## src/rtl/continuous_monitoring_system_pkg.sv

```systemverilog
`default_nettype none
// ============================================================================
// Module  : continuous_monitoring_system_pkg
// Brief   : Shared event-counter defaults and trace packet field offsets.
// Revision: 1.0
// ============================================================================
package continuous_monitoring_system_pkg;

    localparam int c_num_events    = 39;
    localparam int c_counter_width = 7;
    localparam int c_user_width    = 160;

    // Packet layout from LSB: counters, overflow map, user payload.
    function automatic int cnt_lsb();
        return 0;
    endfunction

    function automatic int ovf_lsb(input int num_events, input int counter_width);
        return num_events * counter_width;
    endfunction

    function automatic int user_lsb(input int num_events, input int counter_width);
        return num_events * (counter_width + 1);
    endfunction

endpackage
`default_nettype wire

```

## src/rtl/event_counter_bank.sv

```systemverilog
`default_nettype none
// ============================================================================
// Module  : event_counter_bank
// Brief   : Per-event wrapping counters with sticky overflow flags and clear.
// Revision: 1.0
// ============================================================================
module event_counter_bank
    import continuous_monitoring_system_pkg::*;
#(
    parameter int NUM_EVENTS    = c_num_events,
    parameter int COUNTER_WIDTH = c_counter_width
) (
    input  logic                                clk,
    input  logic                                rst,
    input  logic [NUM_EVENTS-1:0]               i_events,
    input  logic                                i_clear,
    output logic [NUM_EVENTS*COUNTER_WIDTH-1:0] o_counters,
    output logic [NUM_EVENTS-1:0]               o_overflow_map
);

    generate
        for (genvar gi = 0; gi < NUM_EVENTS; gi++) begin : g_ctr
            logic [COUNTER_WIDTH-1:0] r_cnt;
            logic                     r_ovf;

            // On clear the event of the clearing cycle seeds the counter so it is not lost.
            always_ff @(posedge clk) begin
                if (rst) begin
                    r_cnt <= '0;
                    r_ovf <= 1'b0;
                end else if (i_clear) begin
                    r_cnt <= COUNTER_WIDTH'(i_events[gi]);
                    r_ovf <= 1'b0;
                end else if (i_events[gi]) begin
                    r_cnt <= r_cnt + 1'b1;
                    if (&r_cnt) begin
                        r_ovf <= 1'b1;
                    end
                end
            end

            assign o_counters[gi*COUNTER_WIDTH +: COUNTER_WIDTH] = r_cnt;
            assign o_overflow_map[gi]                            = r_ovf;
        end
    endgenerate

endmodule
`default_nettype wire

```

## src/rtl/trace_packet_streamer.sv

```systemverilog
`default_nettype none
// ============================================================================
// Module  : trace_packet_streamer
// Brief   : Snapshots event counters into AXI-Stream trace packets with framing.
// Revision: 1.0
// ============================================================================
module trace_packet_streamer
    import continuous_monitoring_system_pkg::*;
#(
    parameter int NUM_EVENTS              = c_num_events,
    parameter int COUNTER_WIDTH           = c_counter_width,
    parameter int USER_WIDTH              = c_user_width,
    parameter bit WRITE_POSEDGE_TRIGGERED = 1'b0,
    localparam int DATA_WIDTH             = USER_WIDTH + NUM_EVENTS*(COUNTER_WIDTH+1)
) (
    input  logic                                clk,
    input  logic                                rst,
    input  logic [NUM_EVENTS-1:0]               events,
    input  logic                                wr_en,
    input  logic [USER_WIDTH-1:0]               user_data,
    input  logic                                last_in,
    input  logic [31:0]                         tlast_interval,
    output logic                                M_AXIS_tvalid,
    input  logic                                M_AXIS_tready,
    output logic [DATA_WIDTH-1:0]               M_AXIS_tdata,
    output logic                                M_AXIS_tlast,
    output logic [NUM_EVENTS*COUNTER_WIDTH-1:0] counters,
    output logic [NUM_EVENTS-1:0]               overflow_map,
    output logic                                drop
);

    localparam int c_cnt_lsb  = cnt_lsb();
    localparam int c_ovf_lsb  = ovf_lsb(NUM_EVENTS, COUNTER_WIDTH);
    localparam int c_user_lsb = user_lsb(NUM_EVENTS, COUNTER_WIDTH);

    logic                  r_wr_en_q;
    logic                  r_tvalid;
    logic [DATA_WIDTH-1:0] r_tdata;
    logic                  r_tlast;
    logic                  r_drop;
    logic [31:0]           r_frame_cnt;

    logic                  w_wstb;
    logic                  w_accept;
    logic                  w_interval_hit;
    logic                  w_tlast;
    logic [DATA_WIDTH-1:0] w_packet;

    assign w_wstb   = wr_en & ~(WRITE_POSEDGE_TRIGGERED & r_wr_en_q);
    assign w_accept = w_wstb & (~r_tvalid | M_AXIS_tready);

    event_counter_bank #(
        .NUM_EVENTS    (NUM_EVENTS),
        .COUNTER_WIDTH (COUNTER_WIDTH)
    ) u_bank (
        .clk            (clk),
        .rst            (rst),
        .i_events       (events),
        .i_clear        (w_wstb),
        .o_counters     (counters),
        .o_overflow_map (overflow_map)
    );

    assign w_packet[c_cnt_lsb  +: NUM_EVENTS*COUNTER_WIDTH] = counters;
    assign w_packet[c_ovf_lsb  +: NUM_EVENTS]               = overflow_map;
    assign w_packet[c_user_lsb +: USER_WIDTH]               = user_data;

    // Using >= lets a shrunken interval close the frame on the very next packet.
    assign w_interval_hit = (tlast_interval != 32'd0) && (r_frame_cnt >= (tlast_interval - 32'd1));
    assign w_tlast        = last_in | w_interval_hit;

    always_ff @(posedge clk) begin
        if (rst) begin
            r_wr_en_q   <= 1'b0;
            r_tvalid    <= 1'b0;
            r_tdata     <= '0;
            r_tlast     <= 1'b0;
            r_drop      <= 1'b0;
            r_frame_cnt <= '0;
        end else begin
            r_wr_en_q <= wr_en;
            r_drop    <= w_wstb & r_tvalid & ~M_AXIS_tready;
            if (w_accept) begin
                r_tvalid    <= 1'b1;
                r_tdata     <= w_packet;
                r_tlast     <= w_tlast;
                r_frame_cnt <= w_tlast ? 32'd0 : r_frame_cnt + 32'd1;
            end else if (r_tvalid && M_AXIS_tready) begin
                r_tvalid <= 1'b0;
            end
        end
    end

    assign M_AXIS_tvalid = r_tvalid;
    assign M_AXIS_tdata  = r_tdata;
    assign M_AXIS_tlast  = r_tlast;
    assign drop          = r_drop;

endmodule
`default_nettype wire

```

## config.mk

```make
export PLATFORM = sky130hd
export DESIGN_NAME = trace_packet_streamer
export DESIGN_NICKNAME = d
export VERILOG_FILES = /design/src/rtl/continuous_monitoring_system_pkg.sv /design/src/rtl/event_counter_bank.sv /design/src/rtl/trace_packet_streamer.sv
export SDC_FILE = /design/constraint.sdc
export NUM_CORES = 2
export LEC_CHECK = 0
export BUFFER_PORTS_ARGS = -buffer_cell sky130_fd_sc_hd__buf_2
export CAP_MARGIN = 10
export CORE_AREA = 2 2 394 396
export CTS_CLUSTER_DIAMETER = 80
export DETAILED_ROUTE_END_ITERATION = 7
export DIE_AREA = 0 0 396 398
export PLACE_DENSITY_LB_ADDON = 0.08
export SYNTH_ARGS = -nofsm -noshare
export SYNTH_HDL_FRONTEND = slang
export SYNTH_HIERARCHICAL = 1
export SYNTH_SLANG_ARGS = --single-unit
```

## constraint.sdc

```tcl
create_clock -name clk -period 5.4 [get_ports clk]
set_input_delay 1.35 -clock clk [delete_from_list [all_inputs] [get_ports clk]]
set_output_delay 1.35 -clock clk [all_outputs]
set_load 0.005 [all_outputs]
```

-- Word-level counts from Yosys, hierarchy flattened
Index checks and enable logic that the tools add are counted.
- flip-flop bits (word level): 819
- bits of input ports: 236
- bitwise operators: 7
- magnitude comparators: 1
- multiplexer cells: 81
- add/subtract/negate cells: 41
- reduce and logical (&&, ||, !) cells: 83
- operators by type and width (kind ; number):
    AND reduction 8 bit ; 39
    adder 7 x 1 -> 7 bit (second input constant) ; 39
    2-to-1 mux 1 bit ; 80
    nonzero test 2 bit ; 40
    adder 32 x 1 -> 32 bit (second input constant) ; 1
    greater-or-equal comparator 32 bit ; 1
    2-to-1 mux 32 bit ; 1
    nonzero test 32 bit ; 1
    subtractor 32 x 1 -> 32 bit (second input constant) ; 1
    bitwise AND 1 bit ; 3
    logical AND 1 bit ; 2
    inverter 1 bit ; 2
    OR 1 bit ; 2
    OR reduction 2 bit ; 1

-- Depth between registers and ports, before layout
- depth after elaboration: 5
- gate-level depth with buffers: 15
- gate-level depth less buffers: 13

-- Modules after synthesis
The synthesis kept the hierarchy.
- by module, submodules not included (module ; instances ; cells an instance ; area each (um^2)):
    trace_packet_streamer ; 1 ; 2385 ; 18904.4
    event_counter_bank ; 1 ; 1427 ; 13232.7

-- Worst setup path after synthesis
OpenSTA, ideal clock, no wires.
- path kind: input port to flip-flop
- from: in tlast_interval[19]
- to: reg r_frame_cnt[10]
- path slack: 433 ps
- arrival time: 4830 ps
- stages on the path: 15
- required time: 5263 ps
- library setup time: 137 ps
- cell sequence: or4_4 > or3_4 > or3_1 > buf_6 > nor3_2 > nor3b_2 > xnor2_1 > ha_1 > nand4_1 > nor4_1 > a221o_1 > nor4_1 > o21ai_1 > clkbuf_1 > a21oi_2
- cells in the longest elaborated chain, start to end: 5
- elaborated cells between the ends (all ways): 6
- those cells by class: 1 x add/sub; 1 x order compare; 1 x mux; 1 x bitwise; 2 x reduce/logical
- RTL lines (item ; line ; text):
    from (decl) ; trace_packet_streamer.sv:22 ; input logic [31:0] tlast_interval,
    subtractor 32 x 1 -> 32 bit ; trace_packet_streamer.sv:69 ; assign w_interval_hit = (tlast_interval != 32'd0) && (r_frame_cnt >= (tlast_interval - 32'd1));
    greater-or-equal comparator 32 bit ; trace_packet_streamer.sv:69 ;
    logical AND 1 bit * ; trace_packet_streamer.sv:69 ;
    OR 1 bit * ; trace_packet_streamer.sv:70 ; assign w_tlast = last_in | w_interval_hit;
    2-to-1 mux 32 bit * ; trace_packet_streamer.sv:87 ; r_frame_cnt <= w_tlast ? 32'd0 : r_frame_cnt + 32'd1;
    to (signal assigned) ; trace_packet_streamer.sv:87 ;
    to (decl) ; trace_packet_streamer.sv:41 ; logic [31:0] r_frame_cnt;
Mark *: on every way between the ends. The rest lies on a longest branch, timed or not.
A chain may end at the register's enable or synchronous reset.

-- Final worst setup path
- from: in tlast_interval[19]
- to: reg r_frame_cnt[0]
The elaborated chain is that of the path after synthesis.

==> flow_summary.json <==
{
  "cts_sinks": 819,
  "p_sw_share_pct": 25.59,
  "n_fill_cell": 16900,
  "clock_latency_ps": 710,
  "cp_cell_sequence": "buf_2, or4_4, or3_4, or3_1, nor3_2, nor3b_2, xnor2_1, ha_1, nand4_1, nor4_1, a221o_1, nor4_1, o21ai_4, buf_12, a21oi_1",
  "power.net_switching_w": 0.003643,
  "final_nets": 5039,
  "use_met2_pct": 28.01,
  "required_ps": 6010,
  "dp_hpwl_um": 101900,
  "cpPeakStageDelay_ps": 550,
  "seqPwrFrac_pct": 44.1,
  "cts-root-buf": "clkbuf_16",
  "grt_pass1_wl_um": 199000,
  "worstMarginPinSlew_ps": 1003,
  "period_minus_slack_ps": 4656,
  "ys_async_sr_fraction_pct": 0,
  "syn_inst": 3812,
  "place_area_sq_um": 39050,
  "wire_per_inst_um": 20.33,
  "cp_max_fo": 20,
  "finalClockSkew_ps": 34.12,
  "status": "finished clean",
  "synth-edff-count": 0,
  "yosys-top-cells-count": "nand2_1 (1,120), dfxtp_1 (819), a21oi_1 (552)",
  "power.leakage_nw": 17.74,
  "cp.depth": 15,
  "die_h_um": 398,
  "synth_seq_cells": 819,
  "initial_core_util_pct": 20.96,
  "rsz0062_at_grt": "false",
  "endpoint_kind": "flop",
  "die_w_um": 396,
  "htreeDepth": 3,
  "syn2layout_area_growth_pct": 32.46,
  "crit_top_cell": "nor4_1",
  "slew_violations": 0,
  "cts_tree": "yes",
  "hold_buffers": 0,
  "synth_cell_types": 51,
  "drv_cap": 0,
  "cellInternalPower_w": 0.01060,
  "drt_first_pass_iters": 5,
  "post_cts_buffers": 0,
  "stdcell_count": 6868,
  "cp_top_family": "simple AND/OR/NAND/NOR gates",
  "drive_gt1_share_pct": 27.14,
  "cts_buffers": 107,
  "syn-cell-area_sq_um": 32140,
  "grt_usage_pct": 16.85,
  "worst-path-buf-inv": 2,
  "fp-row-count": 144,
  "clock_path_buffers": 3,
  "crit_end": "r_frame_cnt[0]$_SDFFE_PP0P_",
  "post_cts_resized": 0,
  "vias": 29280,
  "hold_violations": 0,
  "setup_viol": 0,
  "die_area_sq_um": 157600,
  "met3_usage_pct": 5.425,
  "grt_util_met1_pct": 20.36,
  "portBuffers": 1022,
  "reg2reg_to": "r_frame_cnt[0]$_SDFFE_PP0P_",
  "place.gp.congestion": 0.8238,
  "timing.max_slew.rel_slack_pct": 32.95,
  "synth_area_leaders": "dfxtp_1 (51%), nand2_1 (13%), a21oi_1 (8.6%)",
  "grt_overflow_total": 0,
  "finalPower_w": 0.01424,
  "pwr-share-clk_pct": 49.5,
  "synth-main-ff-cell": "dfxtp_1",
  "core_sq_um": 153300,
  "path_class": "in -> reg",
  "drcViolationCount": 0,
  "critPathLaunch": "tlast_interval[19]",
  "hold_class": "reg -> reg",
  "top_usage_layer": "met2",
  "grt_pass1_vias": 28070,
  "timing.final.crit_share_pct": 86.22,
  "power_per_cell_area_nw_per_um2": 334.5,
  "yosysTopAreaCellShare_pct": 51.02,
  "yosysWarnings": 6,
  "irDropWorstVdd_mv": 0.2266,
  "yosysSeqAreaShare_pct": 51.02,
  "fin_tns_setup_ps": 0,
  "slowest_stage": "or4_4",
  "vias_per_cell": 4.263,
  "finalWirelength_um": 139600,
  "ioPinCount": 1023,
  "avgSynthCellArea_sq_um": 8.431,
  "max_freq_mhz": 214.8,
  "design_area_sq_um": 42570,
  "antenna_found_initial": 32,
  "synth_nets": 4122,
  "dp.cells": 6664,
  "drtAntennaViolNets": 0,
  "rr_worst_depth": 8,
  "reg2reg_from": "r_frame_cnt[19]$_SDFFE_PP0P_",
  "clk_pin_slew_ps": 60,
  "synth.most_common_cell": "nand2_1",
  "grt_max_degree": 163,
  "start_kind": "input port",
  "yosysTopAreaCell": "dfxtp_1",
  "p_comb_share_pct": 6.4,
  "drtIter0Drc": 1588,
  "crit_arrival_ps": 5270,
  "rrSetupSlack_ps": 2990
}
-- sequential cells by signal (all words and copies together), names as in the netlist --
| name | flops |
|---|---|
| M_AXIS_tlast | 1 |
| u_bank/g_ctr.r_ovf | 39 |
| r_frame_cnt | 32 |
| drop | 1 |
| M_AXIS_tvalid | 1 |
| u_bank/g_ctr.r_cnt | 273 |
| M_AXIS_tdata | 472 |
-- power groups by stage --
stage,logic [W],clock network [W],registers [W]
global route,0.00102,0.00757,0.00629
detailed placement,0.000944,0,0.00641
CTS,0.000947,0.00735,0.00628
finish,0.000916,0.00704,0.00628
floorplan,0.000457,0,0.00639
global placement,0.000945,0,0.00641
-- kinds of logic after synthesis --
family,count (synthesis),synth area share [%]
XOR/XNOR,215,5.859
AND/OR/NAND/NOR,1675,22.54
flip-flops,819,51.02
multiplexers,41,1.277
AO/OA/AOI/OAI,727,12.25
adder cells (fa/ha/maj),74,2.881
buffers and inverters,261,4.174
-- worst min path at each step --
stage          slack, ps  cells past startpoint                                 from                                  end
6_report             450                      2       M_AXIS_tdata[327]$_SDFFE_PP0P_       M_AXIS_tdata[327]$_SDFFE_PP0P_
5_1_grt              470                      2       M_AXIS_tdata[132]$_SDFFE_PP0P_       M_AXIS_tdata[132]$_SDFFE_PP0P_
4_1_cts              450                      2       M_AXIS_tdata[328]$_SDFFE_PP0P_       M_AXIS_tdata[328]$_SDFFE_PP0P_
3_5_place_dp         440                      2       M_AXIS_tdata[340]$_SDFFE_PP0P_       M_AXIS_tdata[340]$_SDFFE_PP0P_
3_3_place_gp         440                      2       M_AXIS_tdata[125]$_SDFFE_PP0P_       M_AXIS_tdata[125]$_SDFFE_PP0P_
2_1_floorplan        440                      2  u_bank/g_ctr[24].r_ovf$_SDFFE_PP0P_  u_bank/g_ctr[24].r_ovf$_SDFFE_PP0P_
-- through the flow --
step | hold slack (ps) | worst slack [ps] | utilization [%]
2_1_floorplan | 438.0 | 432.7 | -
3_3_place_gp | 439.5 | 106.1 | 25.47
3_5_place_dp | 443.0 | 72.43 | 25.47
4_1_cts | 451.0 | 845.4 | 27.74
5_1_grt | 465.4 | 529.8 | 27.76
6_report | 448.9 | 743.9 | 27.76
-- cell usage in the layout (no fill, tap or decap), types with 8 or more instances in the layout --
cell type and n:
buf_4 23, nand4_2 24, buf_12 17, xor2_1 142
nand4_1 72, a21oi_1 552, clkinv_2 19, dfxtp_1 819
clkbuf_8 26, nor3_1 51, diode_2 12, nand2_1 1119
or3_1 84, inv_1 8, nor4_1 10, ha_1 74
clkbuf_1 23, o21a_1 39, mux2i_1 41, buf_2 1020
xnor2_1 73, o21ai_0 83, nor2_1 218, nand3_1 22
clkbuf_16 109, and3_1 8, nor2b_1 42, a21oi_2 40
-- metal layers --
| layer | wire length (um) | vias up |
|---|---|---|
| met3 | 10850 | 204 |
| met2 | 66510 | 858 |
| met4 | 4073 | 22 |
| met5 | 161 | - |
| met1 | 58010 | 13690 |
| li1 | - | 14500 |
-- worst register-to-register path, cell delays in order, from the launching register on --
cell     delay [ps]
dfxtp_1         480
ha_1            310
a21oi_1         120
o21ai_0         110
a221o_1         390
nor4_1          420
o21ai_4         150
buf_12          200
a21oi_1         160
-- final cells by class --
class / instances / area (sq um) / share of cell area (%)
flip-flops and latches: 819 / 16400 / 38.52
multi-input cells: 2732 / 14440 / 33.91
repair buffers: 1061 / 5633 / 13.23
clock buffers: 158 / 3172 / 7.451
well taps: 2044 / 2557 / 6.008
clock inverters: 34 / 314.1 / 0.7378
inverters: 8 / 30.03 / 0.07054
diodes: 12 / 30.03 / 0.07054
(Power assumes the default switching activity.)
